### src/rtl/osc_tick_sched_if.sv
// Request/tick bundle between the tick scheduler and its requesters.
// Requesters (master) drive req/div. The scheduler (slave) returns ready, tick, active and overrun.
interface osc_tick_sched_if #(
    parameter int NCH   = 4,
    parameter int DIV_W = 16
);
    logic [NCH-1:0]       req;
    logic [NCH*DIV_W-1:0] div;
    logic                 ready;
    logic [NCH-1:0]       tick;
    logic [NCH-1:0]       active;
    logic [NCH-1:0]       overrun;

    modport master (output req, div, input ready, tick, active, overrun);
    modport slave  (input req, div, output ready, tick, active, overrun);
endinterface

### src/rtl/osc_tick_sched.sv
// Multi-channel clock-enable tick scheduler. It waits for the oscillator to settle.
// Ticks are mutually exclusive and resolved by fixed priority, with one pending slot per channel.
module osc_tick_sched #(
    parameter int NCH    = 4,
    parameter int DIV_W  = 16,
    parameter int SETTLE = 1024
) (
    input  logic             clk,
    input  logic             rst_n,
    osc_tick_sched_if.slave  bus
);
    localparam int CW = (SETTLE > 1) ? $clog2(SETTLE) : 1;
    localparam logic [CW-1:0] LAST = CW'(SETTLE - 1);

    typedef enum logic {G_SETTLE, G_RUN} g_state_t;
    typedef enum logic {CH_IDLE, CH_ACTIVE} ch_state_t;

    g_state_t        g_q, g_d;
    logic [CW-1:0]   cnt_q, cnt_d;
    logic            go;

    ch_state_t       ch_q [NCH];
    ch_state_t       ch_d [NCH];
    logic [DIV_W-1:0] c_q   [NCH];
    logic [DIV_W-1:0] c_d   [NCH];
    logic [DIV_W-1:0] dm1_q [NCH];
    logic [DIV_W-1:0] dm1_d [NCH];
    logic [NCH-1:0]  pend_q, pend_d, ovr_q, ovr_d, tick_q, tick_d;
    logic [NCH-1:0]  due, cand, win, act_vec;
    logic            found;

    // go is also high on the terminal settle edge so channels can be accepted the same edge ready rises
    always_comb begin
        g_d   = g_q;
        cnt_d = cnt_q;
        go    = (g_q == G_RUN);
        if (g_q == G_SETTLE) begin
            if (cnt_q == LAST) begin
                g_d = G_RUN;
                go  = 1'b1;
            end else begin
                cnt_d = cnt_q + 1'b1;
            end
        end
    end

    always_comb begin
        found  = 1'b0;
        win    = '0;
        due    = '0;
        cand   = '0;
        pend_d = pend_q;
        ovr_d  = ovr_q;
        for (int i = 0; i < NCH; i++) begin
            ch_d[i]  = ch_q[i];
            c_d[i]   = c_q[i];
            dm1_d[i] = dm1_q[i];
            due[i]   = (ch_q[i] == CH_ACTIVE) && (c_q[i] == dm1_q[i]);
            cand[i]  = (ch_q[i] == CH_ACTIVE) && bus.req[i] && (due[i] || pend_q[i]);
            if (cand[i] && !found) begin
                win[i] = 1'b1;
                found  = 1'b1;
            end
            if (ch_q[i] == CH_IDLE) begin
                if (bus.req[i] && go) begin
                    ch_d[i]  = CH_ACTIVE;
                    c_d[i]   = '0;
                    dm1_d[i] = (bus.div[i*DIV_W +: DIV_W] == '0) ? '0
                             : bus.div[i*DIV_W +: DIV_W] - 1'b1;
                end
            end else if (!bus.req[i]) begin
                ch_d[i]   = CH_IDLE;
                c_d[i]    = '0;
                pend_d[i] = 1'b0;
                ovr_d[i]  = 1'b0;
            end else begin
                c_d[i] = due[i] ? '0 : c_q[i] + 1'b1;
                // A winner that was also due keeps that due tick as pending
                pend_d[i] = win[i] ? (pend_q[i] & due[i]) : (pend_q[i] | due[i]);
                ovr_d[i]  = ovr_q[i] | (pend_q[i] & due[i] & ~win[i]);
            end
        end
        tick_d = win;
    end

    always_ff @(posedge clk or negedge rst_n) begin
        if (!rst_n) begin
            g_q    <= G_SETTLE;
            cnt_q  <= '0;
            pend_q <= '0;
            ovr_q  <= '0;
            tick_q <= '0;
            for (int i = 0; i < NCH; i++) begin
                ch_q[i]  <= CH_IDLE;
                c_q[i]   <= '0;
                dm1_q[i] <= '0;
            end
        end else begin
            g_q    <= g_d;
            cnt_q  <= cnt_d;
            pend_q <= pend_d;
            ovr_q  <= ovr_d;
            tick_q <= tick_d;
            for (int i = 0; i < NCH; i++) begin
                ch_q[i]  <= ch_d[i];
                c_q[i]   <= c_d[i];
                dm1_q[i] <= dm1_d[i];
            end
        end
    end

    always_comb begin
        act_vec = '0;
        for (int i = 0; i < NCH; i++) act_vec[i] = (ch_q[i] == CH_ACTIVE);
    end

    assign bus.ready   = (g_q == G_RUN);
    assign bus.tick    = tick_q;
    assign bus.active  = act_vec;
    assign bus.overrun = ovr_q;
endmodule

### src/flat_wrapper.sv
// flat-port wrapper written by rule: the top's interface ports become plain ports
module osc_tick_sched_flat 
#(
    parameter int NCH    = 4,
    parameter int DIV_W  = 16,
    parameter int SETTLE = 1024
)
  (clk, rst_n, bus_req, bus_div, bus_ready, bus_tick, bus_active, bus_overrun);
  osc_tick_sched_if #(.NCH(NCH), .DIV_W(DIV_W)) bus_i ();
  input  logic clk;
  input  logic rst_n;
  input wire logic [$bits(bus_i.req)-1:0] bus_req;
  input wire logic [$bits(bus_i.div)-1:0] bus_div;
  output wire logic [$bits(bus_i.ready)-1:0] bus_ready;
  output wire logic [$bits(bus_i.tick)-1:0] bus_tick;
  output wire logic [$bits(bus_i.active)-1:0] bus_active;
  output wire logic [$bits(bus_i.overrun)-1:0] bus_overrun;
  assign bus_i.req = bus_req;
  assign bus_i.div = bus_div;
  assign bus_ready = bus_i.ready;
  assign bus_tick = bus_i.tick;
  assign bus_active = bus_i.active;
  assign bus_overrun = bus_i.overrun;
  osc_tick_sched #(.NCH(NCH), .DIV_W(DIV_W), .SETTLE(SETTLE)) u_core (.clk(clk), .rst_n(rst_n), .bus(bus_i));
endmodule
### config.mk
export PLATFORM = sky130hd
export DESIGN_NAME = osc_tick_sched_flat
export DESIGN_NICKNAME = d
export VERILOG_FILES = /design/src/rtl/osc_tick_sched_if.sv /design/src/rtl/osc_tick_sched.sv /design/src/flat_wrapper.sv
export SDC_FILE = /design/constraint.sdc
export NUM_CORES = 1
export LEC_CHECK = 0
export BUFFER_PORTS_ARGS = -buffer_cell sky130_fd_sc_hd__buf_2
export CAP_MARGIN = 20
export CORE_UTILIZATION = 30
export CTS_CLUSTER_DIAMETER = 100
export DETAILED_ROUTE_END_ITERATION = 8
export HOLD_SLACK_MARGIN = 0.12
export PLACE_DENSITY = 0.56
export SETUP_SLACK_MARGIN = 0.15
export SYNTH_ARGS = -nofsm -noshare
export SYNTH_HDL_FRONTEND = slang
export SYNTH_SLANG_ARGS = --single-unit
### constraint.sdc
create_clock -name clk -period 2.34 [get_ports clk]
set_input_delay 0.351 -clock clk [delete_from_list [all_inputs] [get_ports clk]]
set_output_delay 0.351 -clock clk [all_outputs]
set_load 0.02 [all_outputs]
Word-level counts from Yosys, hierarchy flattened
Index checks and enable logic that the tools add are counted.
Widths: inputs -> output; s select.
- flip-flop bits (word level): 155
- output and inout bits: 13
- input port bits: 70
- reductions and logical operators: 39
- $add $sub $neg: 9
- equal/unequal tests: 5
- bitwise gates (word level): 26
- mux-type cells: 52
- operators with widths (kind ; count):
    $mux 16 ; 20
    $add 16x1->16 const B ; 4
    $eq 16x16->1 ; 4
    $logic_not 16->1 ; 4
    $sub 16x1->16 const B ; 4
    $mux 1 ; 32
    $logic_and 1x1->1 ; 19
    $add 10x1->10 const B ; 1
    $eq 10x10->1 const B ; 1
    $not 1->1 ; 10
    $reduce_and 2->1 ; 5
    $and 1x1->1 ; 8
    $or 1x1->1 ; 8
    $reduce_bool 2->1 ; 4
    $logic_or 1x1->1 ; 4
    $logic_not 1->1 ; 3

Logic depth before layout (Yosys ltp)
Gate-level depths: netlist (run 1).
- depth after elaboration: 18
- depth in mapped cells: 9
- mapped depth without buffers: 8

Least setup slack after synthesis (run 1)
Ideal clock, no wire load.
- path kind: input port to flip-flop
- start: input bus_div[32]
- end: register u_core.dm1_q[31] (netlist name)
- slack: 0.233 ns
- library setup time: 0.119 ns
- arrival: 1.988 ns
- data required time: 2.221 ns
- buffers on the path: 0
- stages on the path: 6
- path through: or4_4 -> or4_4 -> nor2b_4 -> nor3b_2 -> mux2i_1 -> o21ai_2
- longest elaborated chain between the ends: 2
- elaborated cells on any way between the ends: 3
- those cells by class: add/sub: 1; mux: 1; reduce/logical: 1
- ends and longest elaborated chain (what ; line ; source):
    start: declaration ; flat_wrapper.sv:13 ; input wire logic [$bits(bus_i.div)-1:0] bus_div;
    $sub 16x1->16 or $logic_not 16->1 (tied branches) ; osc_tick_sched.sv:69, osc_tick_sched.sv:68 ;
    $mux 16 * ; osc_tick_sched.sv:68 ; dm1_d[i] = (bus.div[i*DIV_W +: DIV_W] == '0) ? '0
    end signal: indexed assignment ; osc_tick_sched.sv:107 ; dm1_q[i] <= dm1_d[i];
    end: declaration ; osc_tick_sched.sv:26 ; logic [DIV_W-1:0] dm1_q [NCH];
Every way passes the cells marked *; elsewhere a longest branch is shown, timed or not.
A chain may end at the register's enable or synchronous reset.

Worst setup path in the final report (run 1)
- start: register u_core.cnt_q[0]
- end: register u_core.c_q[58] (netlist name)
- longest elaborated chain between the ends: 5
- ends and longest elaborated chain (what ; line ; source):
    start: declaration ; osc_tick_sched.sv:19 ; logic [CW-1:0] cnt_q, cnt_d;
    start signal: assignment ; osc_tick_sched.sv:100 ; cnt_q <= cnt_d;
    $eq 10x10->1 ; osc_tick_sched.sv:38 ; if (cnt_q == LAST) begin
    $mux 1 ; osc_tick_sched.sv:38 ;
    $mux 1 ; osc_tick_sched.sv:37 ; if (g_q == G_SETTLE) begin
    $logic_and 1x1->1 ; osc_tick_sched.sv:65 ; if (bus.req[i] && go) begin
    $reduce_bool 2->1 (no line) ; -- ;
    end signal: indexed assignment ; osc_tick_sched.sv:106 ; c_q[i] <= c_d[i];
    end: declaration ; osc_tick_sched.sv:24 ; logic [DIV_W-1:0] c_q [NCH];
Every way passes these cells.

==> metrics.md, run 1 <==
| Metric | Value |
|---|---|
| Initial antenna violation count | `0` |
| Final WL | `approximately 19,000 µm` |
| Endpoints failing hold | `0` |
| Ys flop type | `dfrtp_1` |
| Routed length per instance | `13.5 µm` |
| Vias per Instance | `between 4 and 5` |
| Synth cell types | `55` |
| Crit path DAT | `about 2.4 ns` |
| Startpoint class of the critical path | `flip-flop` |
| Synth Net Count | `slightly below 1,000` |
| Clock Latency Late Sink | `around 0.43 ns` |
| WP data required | `around 2.6 ns` |
| Total clock sinks | `approximately 160` |
| Max-Cap Viols | `0` |
| Post-DP Area | `approximately 9500 µm²` |
| Clk_skew | `~0.012 ns` |
| P_leak | `0.00442 µW` |
| Hpwl dp | `roughly 14,000 µm` |
| CP Class | `flip-flop to flip-flop` |
| Core Box Area | `roughly 27,000 µm²` |
| Largest net degree at the start of global routing | `58` |
| Final worst slack | `0.286 ns` |
| Total track usage | `0.141` |
| Diodes inserted | `0` |
| Synth area leader | `dfrtp_1` |
| CTS tree | `yes` |
| Status | `finished, final reports clean` |
| Maximum root-to-sink buffer count | `2` |
| Area growth, synth to finish | `21.5%` |
| Pins Over Slew Limit | `0` |
| RSZ-0062 raised after global routing | `yes` |
| Drt first pass iters | `4` |
| Syn_area_per_cell | `about 9.4 µm²` |
| Synth area leaders | `dfrtp_1 (46%), xnor2_1 (14%), nor2_1 (4.8%), nand2_1 (4.3%), o21ai_0 (3.9%)` |
| Slew Limit Headroom | `0.609` |
| H-tree depth | `4` |
| PwrDens | `555 nW/µm²` |
| Area fraction of the dominant cell type after synthesis | `0.462` |
| Share of cells above drive strength 1 | `0.182` |
| Least-Margin Pin Slew | `slightly below 0.6 ns` |
| Clock-pin slew on the worst setup and hold paths | `around 0.07 ns` |
| Ys async rst share | `1.00` |
| Rows | `60` |
| Crit share post-route | `0.878` |
| Fmax | `487 MHz` |
| GP Congestion | `0.816` |
| Cells after Synth | `between 800 and 900` |
| Chip Height | `~170 µm` |
| Inst Count DP | `1,360` |
| Synth Warn # | `0` |
| Setup TNS | `0 ns` |
| Synth cell count leaders | `dfrtp_1 (155), xnor2_1 (136), nor2_1 (107)` |
| Global-route wire length before repair | `around 33,000 µm` |
| Root Buffer Master | `clkbuf_16` |
| Number of synthesized flops with an enable pin | `0` |
| Post-place setup slack | `0.0315 ns` |
| Final cell count without fillers | `roughly 1,400` |
| IO Port Bufs | `82` |
| Die X | `169 µm` |
| Hold Path Class | `primary input to flip-flop` |
| Post-layout util | `0.375` |
| FF+latch count, synth | `roughly 160` |
| Tmin final | `2.05 ns` |
| NumNets Final | `approximately 1,100` |
| VDD IR-drop max | `~0.38 mV` |
| Worst Setup End Kind | `flip-flop` |
| Die ar. | `roughly 29,000 µm²` |
| Most common cell in the netlist | `dfrtp_1` |
| DRC errors left | `0` |
| I/O pin cnt | `83` |
| Syn Std Cell Area | `8390 µm²` |
| Number of DRC markers in iteration 0 | `362` |
| Routed vias | `approximately 6,500` |
| Initial Utilization | `0.309` |
| Register area share after synthesis | `0.462` |
| Post-route ant nets | `0` |
| Design Area, Final | `between 10,000 and 15,000 µm²` |
| # fillers | `2,823` |
| Cts bufs inserted | `17` |
| Grt ovf | `0` |
| Final Setup Violations | `0` |
| Vias in the first global route | `6,666` |
| CP max FO | `12` |
## report_power, final
group	switching (µW)	internal, µW	leakage, µW
logic	162	106	0.00200
registers	0.371	2680	0.00215
clock network	1190	1520	0.000268
total	1350	4300	0.00442
## state kept, by name, summed over array words and instances, names as in the netlist
name,count
u_core.pend_q,4
u_core.c_q,64
u_core.bus.overrun,4
u_core.cnt_q,10
u_core.bus.ready,1
u_core.dm1_q,64
u_core.bus.active,4
u_core.bus.tick,4
## placed cells by master (no fill, tap or decap), drive strengths merged, types with 28 or more instances in the layout
cell type | netlist | routed
buf | 9 | 127
xor2 | 28 | 28
dfrtp | 155 | 155
nand2 | 97 | 97
nand4 | 38 | 38
o21ai | 67 | 67
nand3 | 32 | 32
xnor2 | 136 | 136
nor3 | 32 | 32
nor2 | 107 | 107
## per-stage QoR
stage / hold slack [ns] / total power, µW
6_report: 0.150 / 5650
5_1_grt: 0.133 / 5880
2_1_floorplan: 0.0554 / 2820
4_1_cts: 0.132 / 5740
3_3_place_gp: 0.376 / 3000
3_5_place_dp: 0.380 / 3000
## logic make-up after synthesis
family                     Yosys count  synth area share
muxes                               14            0.0174
AOI/OAI and AO/OA                  126            0.0917
adders and majority gates            9            0.0134
xor gates and xnor gates           164             0.171
buffers and inverters               46            0.0237
DFF                                155             0.462
and+or+nand+nor                    377             0.220
## path summary, 6_finish.rpt
check	cells after the start	slack [ns]	start	end
setup / recovery	9	0.29	u_core.cnt_q[0]	u_core.c_q[58]
hold / removal	2	0.15	bus_div[0]	u_core.dm1_q[48]
setup reg to reg	9	0.29	u_core.cnt_q[0]	u_core.c_q[58]
hold reg to reg	1	0.49	u_core.cnt_q[8]	u_core.cnt_q[8]
max in group asynchronous	3	1.18	rst_n	u_core.c_q[60]
min in group asynchronous	2	0.46	rst_n	u_core.dm1_q[39]
## cell type report
cell class	count	area, µm²	share of cell area
Clock inverter	13	130	0.0128
Inverter	17	63.8	0.00626
Timing Repair Buffer	128	806	0.0790
Tap cell	372	465	0.0457
Clock buffer	19	443	0.0434
Sequential cell	155	3880	0.380
Multi-Input combinational cell	690	4410	0.432
## repair_timing
action | 4_1_cts | 5_1_grt
hold buffers | 1 | 0
cloned | 0 | 0
pin swaps | 0 | 1
setup endpoints to repair | 27 | 51
endpoints found under the hold margin | 53 | 0
buffers inserted | 0 | 1
resized for setup | 2 | 14
## critical path, cell delays in order, from the launching register on
cell     delay (ns)
dfrtp_1        0.38
ha_1           0.19
nand3_2        0.09
o31ai_4        0.29
buf_12         0.17
a21oi_1        0.12
buf_6          0.18
nor4b_4        0.30
xnor2_1        0.15
nor2_1         0.06
## layer usage
layer	vias up	share of wire	routed length (µm)	GRT usage
li1	3333	-	-	-
met1	3112	0.50	9470	0.193
met2	83	0.46	8710	0.229
met3	21	0.022	418	0.0240
met4	0	0.015	276	0.0431
met5	-	0	0	0
No activity file was read; power rests on OpenSTA's default activity.
==> run 2, diff against run 1 <==
--- a/config.mk
+++ b/config.mk
@@ -11,7 +11,7 @@
 export CTS_CLUSTER_DIAMETER = 100
 export DETAILED_ROUTE_END_ITERATION = 8
 export HOLD_SLACK_MARGIN = 0.12
-export PLACE_DENSITY = 0.56
+export PLACE_DENSITY_LB_ADDON = 0.05
 export SETUP_SLACK_MARGIN = 0.15
 export SYNTH_ARGS = -nofsm -noshare
 export SYNTH_HDL_FRONTEND = slang
==> constraint.sdc (replaced) <==
create_clock -name clk -period 2.35 [get_ports clk]
set_input_delay 0.3525 -clock clk [delete_from_list [all_inputs] [get_ports clk]]
set_output_delay 0.3525 -clock clk [all_outputs]
set_load 0.02 [all_outputs]
==> run 2 against run 1 <==
  * Flip-flop and latch count stayed put
  * Core utilization is 0.28 points higher
  * Hold slack better by 0.0060 ns
  * Total power is 1.1% lower
  * Design area is 0.75% higher
  * Maximum frequency is 2.3% lower
  * First-iteration DRC count is 12% lower
  * Global-route usage is 1.0 points higher
  * Largest cell class unchanged
  * Critical endpoint is now u_core.c_q[46]
  * Register-to-register slack worse by 0.04 ns
  * Sequential share of layout area is 0.28 points lower
==> metrics.md, run 2 (synthesis results as in run 1) <==
| Metric | Value |
|---|---|
| Status | `finished, final reports clean` |
| Post-DP Area | `9580 µm² (+0.71%)` |
| Max-Cap Viols | `0 (unchanged)` |
| # fillers | `2,859 (+1.3%)` |
| Most common cell after layout, fill and taps aside | `dfrtp_1` |
| Diodes inserted | `0 (unchanged)` |
| Vias per Instance | `4.60 (-2.1%)` |
| P_sw | `1420 µW (+5.4%)` |
| Largest registers | `u_core.c_q: 64 flops, u_core.dm1_q: 64 flops, u_core.cnt_q: 10 flops` |
| Fmax | `476 MHz (-2.3%)` |
| Cell Chain, Critical Path | `ha_1 > nand3_1 > o31ai_4 > buf_12 > a21oi_2 > buf_4 > buf_4 > nor3_2 > xnor2_1 > nor2_1` |
| CP max FO | `12 (unchanged)` |
| Grt ovf | `0 (unchanged)` |
| Hold Path Class | `primary input to flip-flop` |
| Total track usage | `0.152 (+0.0104)` |
| Largest net degree at the start of global routing | `47 (-19%)` |
| Global-route wire length before repair | `34,500 µm (+5.6%)` |
| Most frequent cells in the layout | `dfrtp_1 (155), xnor2_1 (135), nor2_1 (105)` |
| Maximum root-to-sink buffer count | `2 (unchanged)` |
| Cell internal pwr | `4170 µW (-3.1%)` |
| Least-Margin Pin Slew | `0.662 ns (+0.0751 ns)` |
| H-tree depth | `4 (unchanged)` |
| Design Area, Final | `10,300 µm² (+0.75%)` |
| WP data required | `2.64 ns (about the same)` |
| NumNets Final | `1,098 (+0.92%)` |
| Initial Utilization | `0.309 (unchanged)` |
| Clock Latency Late Sink | `0.43 ns (about the same)` |
| Total clock sinks | `155 (unchanged)` |
| Post-layout util | `0.378 (+0.00281)` |
| Routed vias | `6,460 (-1.4%)` |
| Rows | `60 (unchanged)` |
| Share of cells above drive strength 1 | `0.194 (+0.0118)` |
| Root Buffer Master | `clkbuf_16` |
| Worst Setup End Kind | `flip-flop` |
| Slowest CP cell | `dfrtp_1` |
| Cts bufs inserted | `17 (unchanged)` |
| Endpoints failing hold | `0 (unchanged)` |
| CTS tree | `yes` |
| Clock-pin slew on the worst setup and hold paths | `0.07 ns (about the same)` |
| Post-route ant nets | `0 (unchanged)` |
| P_leak | `0.00446 µW (+1.1%)` |
| CP Class | `flip-flop to flip-flop` |
| IO Port Bufs | `82 (unchanged)` |
| Clk_skew | `0.0170 ns (+0.00476 ns)` |
| Combinational Power Share | `0.049 (+0.002)` |
| Crit path DAT | `2.39 ns (+0.04 ns)` |
| Clock power frac | `0.474 (-0.004)` |
| Final WL | `20,800 µm (+10%)` |
| PwrDens | `544 nW/µm² (-1.8%)` |
| Register Area | `3880 µm² (unchanged)` |
| Seq pwr share | `0.477 (+0.003)` |
| Startpoint class of the critical path | `flip-flop` |
| Number of DRC markers in iteration 0 | `318 (-12%)` |
| I/O pin cnt | `83 (unchanged)` |
| Setup TNS | `0 ns (unchanged)` |
| Slew Limit Headroom | `0.559 (-0.0501)` |
| Fin Hold WS | `0.156 ns (+0.00604 ns)` |
| Largest stage delay on the critical path | `0.37 ns (about the same)` |
| Hpwl dp | `15,500 µm (+9.8%)` |
| Crit share post-route | `0.895 (+0.0169)` |
| Core Box Area | `27,200 µm² (unchanged)` |
| Multi-input logic area | `4430 µm² (+0.51%)` |
| Chip Height | `169 µm (unchanged)` |
| Die X | `169 µm (unchanged)` |
| DRC errors left | `0 (unchanged)` |
| Tmin final | `2.10 ns (+0.0484 ns)` |
| Sw Share | `0.254 (+0.0158)` |
| Initial antenna violation count | `0 (unchanged)` |
| GP Congestion | `0.772 (-5.4%)` |
| Crit-path most repeated cell | `buf_4` |
| Pins Over Slew Limit | `0 (unchanged)` |
| Final Setup Violations | `0 (unchanged)` |
| Routed length per instance | `14.8 µm (+9.3%)` |
| Area growth, synth to finish | `22.4%` |
| Vias in the first global route | `6,607 (-0.89%)` |
| Die ar. | `28,600 µm² (unchanged)` |
| Drt first pass iters | `4 (unchanged)` |
| VDD IR-drop max | `0.461 mV (+21%)` |
| RSZ-0062 raised after global routing | `no` |
==> run 2: layer usage <==
metal | global-route usage | share of wire | routed length, µm
met3 | 0.0285 | 0.025 | 529
met2 | 0.247 | 0.45 | 9430
met5 | 0 | 0 | 0
met1 | 0.210 | 0.51 | 10700
met4 | 0.0306 | 0.0066 | 137
==> run 2: worst max-delay path: cells and delay by family, from the launching register on <==
| kind | cells | cell delay [ns] |
|---|---|---|
| AO/OA/AOI/OAI | 2 | 0.38 |
| adder cells (fa/ha/maj) | 1 | 0.18 |
| AND/OR/NAND/NOR | 3 | 0.39 |
| buffers and inverters | 3 | 0.51 |
| flip-flops | 1 | 0.37 |
| XOR/XNOR | 1 | 0.15 |
==> run 2: through the flow <==
step | std cells | power (µW) | setup slack (ns)
final | 1404 | 5590 | 0.247
after global routing | 1404 | 5810 | 0.111
after CTS | 1402 | 5680 | 0.168
after detailed placement | 1369 | 3000 | -0.00150
after global placement | 1369 | 3000 | -0.00308
after floorplan | 891 | 2800 | 0.242
==> run 2: what timing repair did <==
| action | CTS | global route |
|---|---|---|
| hold buffers | 1 | 0 |
| endpoints found under the setup margin | 26 | 66 |
| buffers inserted | 0 | 2 |
| endpoints found under the hold margin | 123 | 0 |
| gates resized for setup | 3 | 17 |
| pin swaps | 0 | 0 |
==> run 2: area by class of cell <==
class | count | share of cell area
Clock inverter | 14 | 0.0123
Inverter | 17 | 0.00621
Timing Repair Buffer | 138 | 0.0854
Clock buffer | 18 | 0.0418
Sequential cell | 155 | 0.378
Tap cell | 372 | 0.0453
Multi-Input combinational cell | 690 | 0.431
==> run 2: worst paths after layout <==
kind / slack, ns / depth (start not counted) / to / start
worst min-delay path: 0.16 / 2 / u_core.dm1_q[48] / bus_div[0]
worst min register to register: 0.48 / 1 / u_core.cnt_q[8] / u_core.cnt_q[8]
worst max-delay path: 0.25 / 10 / u_core.c_q[46] / u_core.cnt_q[0]
worst max register to register: 0.25 / 10 / u_core.c_q[46] / u_core.cnt_q[0]
min in group asynchronous: 0.33 / 2 / u_core.dm1_q[39] / rst_n
max in group asynchronous: 1.40 / 3 / u_core.dm1_q[50] / rst_n
==> run 2: power by group through the flow <==
stage | Sequential [µW] | Combinational (µW) | Clock [µW]
2_1_floorplan | 2720 | 83.3 | 0
3_3_place_gp | 2720 | 280 | 0
3_5_place_dp | 2720 | 281 | 0
4_1_cts | 2670 | 283 | 2730
5_1_grt | 2670 | 311 | 2830
6_report | 2670 | 273 | 2650
==> run 3, diff against run 2 <==
--- a/config.mk
+++ b/config.mk
@@ -11,7 +11,7 @@
 export CTS_CLUSTER_DIAMETER = 100
 export DETAILED_ROUTE_END_ITERATION = 8
 export HOLD_SLACK_MARGIN = 0.12
-export PLACE_DENSITY_LB_ADDON = 0.05
+export PLACE_DENSITY = 0.54
 export SETUP_SLACK_MARGIN = 0.15
 export SYNTH_ARGS = -nofsm -noshare
 export SYNTH_HDL_FRONTEND = slang
==> run 3 against run 2 <==
  * Hold slack better by 0.0039 ns
  * Wire length decreased by 9.1%
  * Sequential power barely moved
  * Die area is the same
  * Global-route usage is 1.2 points lower
  * Critical path depth fell by 1
  * Core utilization barely moved
  * Critical endpoint is now u_core.dm1_q[25]
  * Largest cell class unchanged
  * Highest routed layer unchanged
==> metrics.md, run 3 (synthesis results as in run 1) <==
| Metric | Value |
|---|---|
| Status | `finished, final reports clean` |
| PwrDens | `546 nW/µm² (+0.35%)` |
| Crit path DAT | `2.50 ns (+0.11 ns)` |
| CP Class | `flip-flop to flip-flop` |
| Cts bufs inserted | `17 (unchanged)` |
| Initial Utilization | `0.309 (unchanged)` |
| Power, Total | `5610 µW (+0.27%)` |
| Slew Limit Headroom | `0.622 (+0.0632)` |
| Share of cells above drive strength 1 | `0.191 (-0.00235)` |
| Crit share post-route | `0.906 (+0.0109)` |
| Initial antenna violation count | `0 (unchanged)` |
| Grt ovf | `0 (unchanged)` |
| Global-route wire length before repair | `32,600 µm (-5.4%)` |
| Chip Height | `169 µm (unchanged)` |
| Hold Path Class | `primary input to flip-flop` |
| Post-route ant nets | `0 (unchanged)` |
| Least-Margin Pin Slew | `0.567 ns (-0.0948 ns)` |
| Total track usage | `0.140 (-0.0117)` |
| CP max FO | `13 (+1)` |
| Endpoints failing hold | `0 (unchanged)` |
| Startpoint class of the critical path | `flip-flop` |
| Die X | `169 µm (unchanged)` |
| Fin Hold WS | `0.160 ns (+0.00389 ns)` |
| Core Box Area | `27,200 µm² (unchanged)` |
| Clock-pin slew on the worst setup and hold paths | `0.07 ns (about the same)` |
| Number of DRC markers in iteration 0 | `375 (+18%)` |
| Worst R2R Setup Slack | `0.22 ns (-0.03 ns)` |
| Total clock sinks | `155 (unchanged)` |
| Design Area, Final | `10,300 µm² (about the same)` |
| Fmax | `470 MHz (-1.2%)` |
| Hpwl dp | `14,000 µm (-9.9%)` |
| RSZ-0062 raised after global routing | `yes` |
| Max-Cap Viols | `0 (unchanged)` |
| Inst Count DP | `1,365 (-0.29%)` |
| Die ar. | `28,600 µm² (unchanged)` |
| Register Area | `3880 µm² (unchanged)` |
| Routed length per instance | `13.5 µm (-8.9%)` |
| # fillers | `2,823 (-1.3%)` |
| Largest net degree at the start of global routing | `58 (+23%)` |
| Final Setup Violations | `0 (unchanged)` |
| VDD IR-drop max | `0.544 mV (+18%)` |
| Clock Latency Late Sink | `0.43 ns (about the same)` |
| H-tree depth | `4 (unchanged)` |
| DRC errors left | `0 (unchanged)` |
| P_leak | `0.00441 µW (-1.1%)` |
| CTS tree | `yes` |
| IO Port Bufs | `82 (unchanged)` |
| Rows | `60 (unchanged)` |
| Most frequent cells in the layout | `dfrtp_1 (155), xnor2_1 (136), nor2_1 (105)` |
| Vias per Instance | `4.72 (+2.6%)` |
| Vias in the first global route | `6,600 (-0.11%)` |
| Multi-input logic area | `4410 µm² (-0.51%)` |
| Clk_skew | `0.0148 ns (-0.00220 ns)` |
| Final WL | `18,900 µm (-9.1%)` |
| Area growth, synth to finish | `22.3% (about the same)` |
| Most common cell after layout, fill and taps aside | `dfrtp_1` |
| NumNets Final | `1,096 (-0.18%)` |
| GP Congestion | `0.781 (+1.2%)` |
| WP data required | `2.72 ns (+0.08 ns)` |
| Worst Setup End Kind | `flip-flop` |
| Post-DP Area | `9550 µm² (-0.31%)` |
| Drt first pass iters | `4 (unchanged)` |
| Diodes inserted | `0 (unchanged)` |
| I/O pin cnt | `83 (unchanged)` |
| Root Buffer Master | `clkbuf_16` |
| Pins Over Slew Limit | `0 (unchanged)` |
| Largest registers | `u_core.c_q: 64 flops, u_core.dm1_q: 64 flops, u_core.cnt_q: 10 flops` |
| Tmin final | `2.13 ns (+0.0257 ns)` |
| Final cell count without fillers | `1,401 (-0.21%)` |
| Routed vias | `6,617 (+2.4%)` |
| Maximum root-to-sink buffer count | `2 (unchanged)` |
## run 3: cell types whose count changed in the layout (fill, tap and decap cells not counted), sizes merged
| cell | delta |
|---|---|
| inv | -2 |
| buf | -3 |
| clkbuf | +1 |
| bufinv | +1 |
## run 3: layout make-up
type | count | area share
clock buffer | 18 | 0.0418
clock inverter | 13 | 0.0132
inverter | 17 | 0.00622
multi-input combinational | 690 | 0.429
sequential | 155 | 0.378
tap | 372 | 0.0453
timing repair buffer | 136 | 0.0861
## run 3: worst paths after layout
kind | startpoint | to | cells past startpoint
worst max-delay path | u_core.cnt_q[1] | u_core.dm1_q[25] | 9
worst min-delay path | bus_div[0] | u_core.dm1_q[48] | 2
worst max register to register | u_core.cnt_q[1] | u_core.dm1_q[25] | 9
worst min register to register | u_core.cnt_q[8] | u_core.cnt_q[8] | 1
max in group asynchronous | rst_n | u_core.dm1_q[5] | 3
min in group asynchronous | rst_n | u_core.dm1_q[37] | 2
## run 3: where the power goes
| group | internal [µW] | switching (µW) |
|---|---|---|
| Clock | 1480 | 1190 |
| Combinational | 104 | 162 |
| Sequential | 2670 | 0.345 |
## run 3: worst max-delay path, stage by stage (launching register included)
cell	delay, ns
dfrtp_1	0.36
ha_1	0.19
nand3_2	0.09
o31ai_4	0.30
buf_4	0.18
clkbuf_16	0.13
nand3_1	0.16
a31o_2	0.35
a21oi_1	0.19
a21o_1	0.10
## run 3: repair_timing
| item | 4_1_cts | 5_1_grt |
|---|---|---|
| endpoints found under the hold margin | 53 | 0 |
| resized for setup | 3 | 14 |
| hold buffers | 1 | 0 |
| gates cloned | 0 | 1 |
| pin swaps | 0 | 1 |
| buffers inserted | 0 | 3 |
| setup endpoints to repair | 30 | 34 |
## run 3: per-layer routing
layer	vias up	global-route usage	share of wire
met4	0	0.0368	0.0098
met5	-	0	0
li1	3345	-	-
met3	15	0.0245	0.026
met1	3161	0.193	0.50
met2	96	0.226	0.47
## run 3: per-stage QoR
stage / setup slack, ns / util / setup TNS [ns]
final: 0.222 / 0.378 / 0
after global routing: 0.113 / 0.378 / 0
after CTS: 0.189 / 0.373 / 0
after detailed placement: 0.0285 / 0.352 / 0
after global placement: -0.0181 / 0.352 / -0.125
after floorplan: 0.242 / - / 0
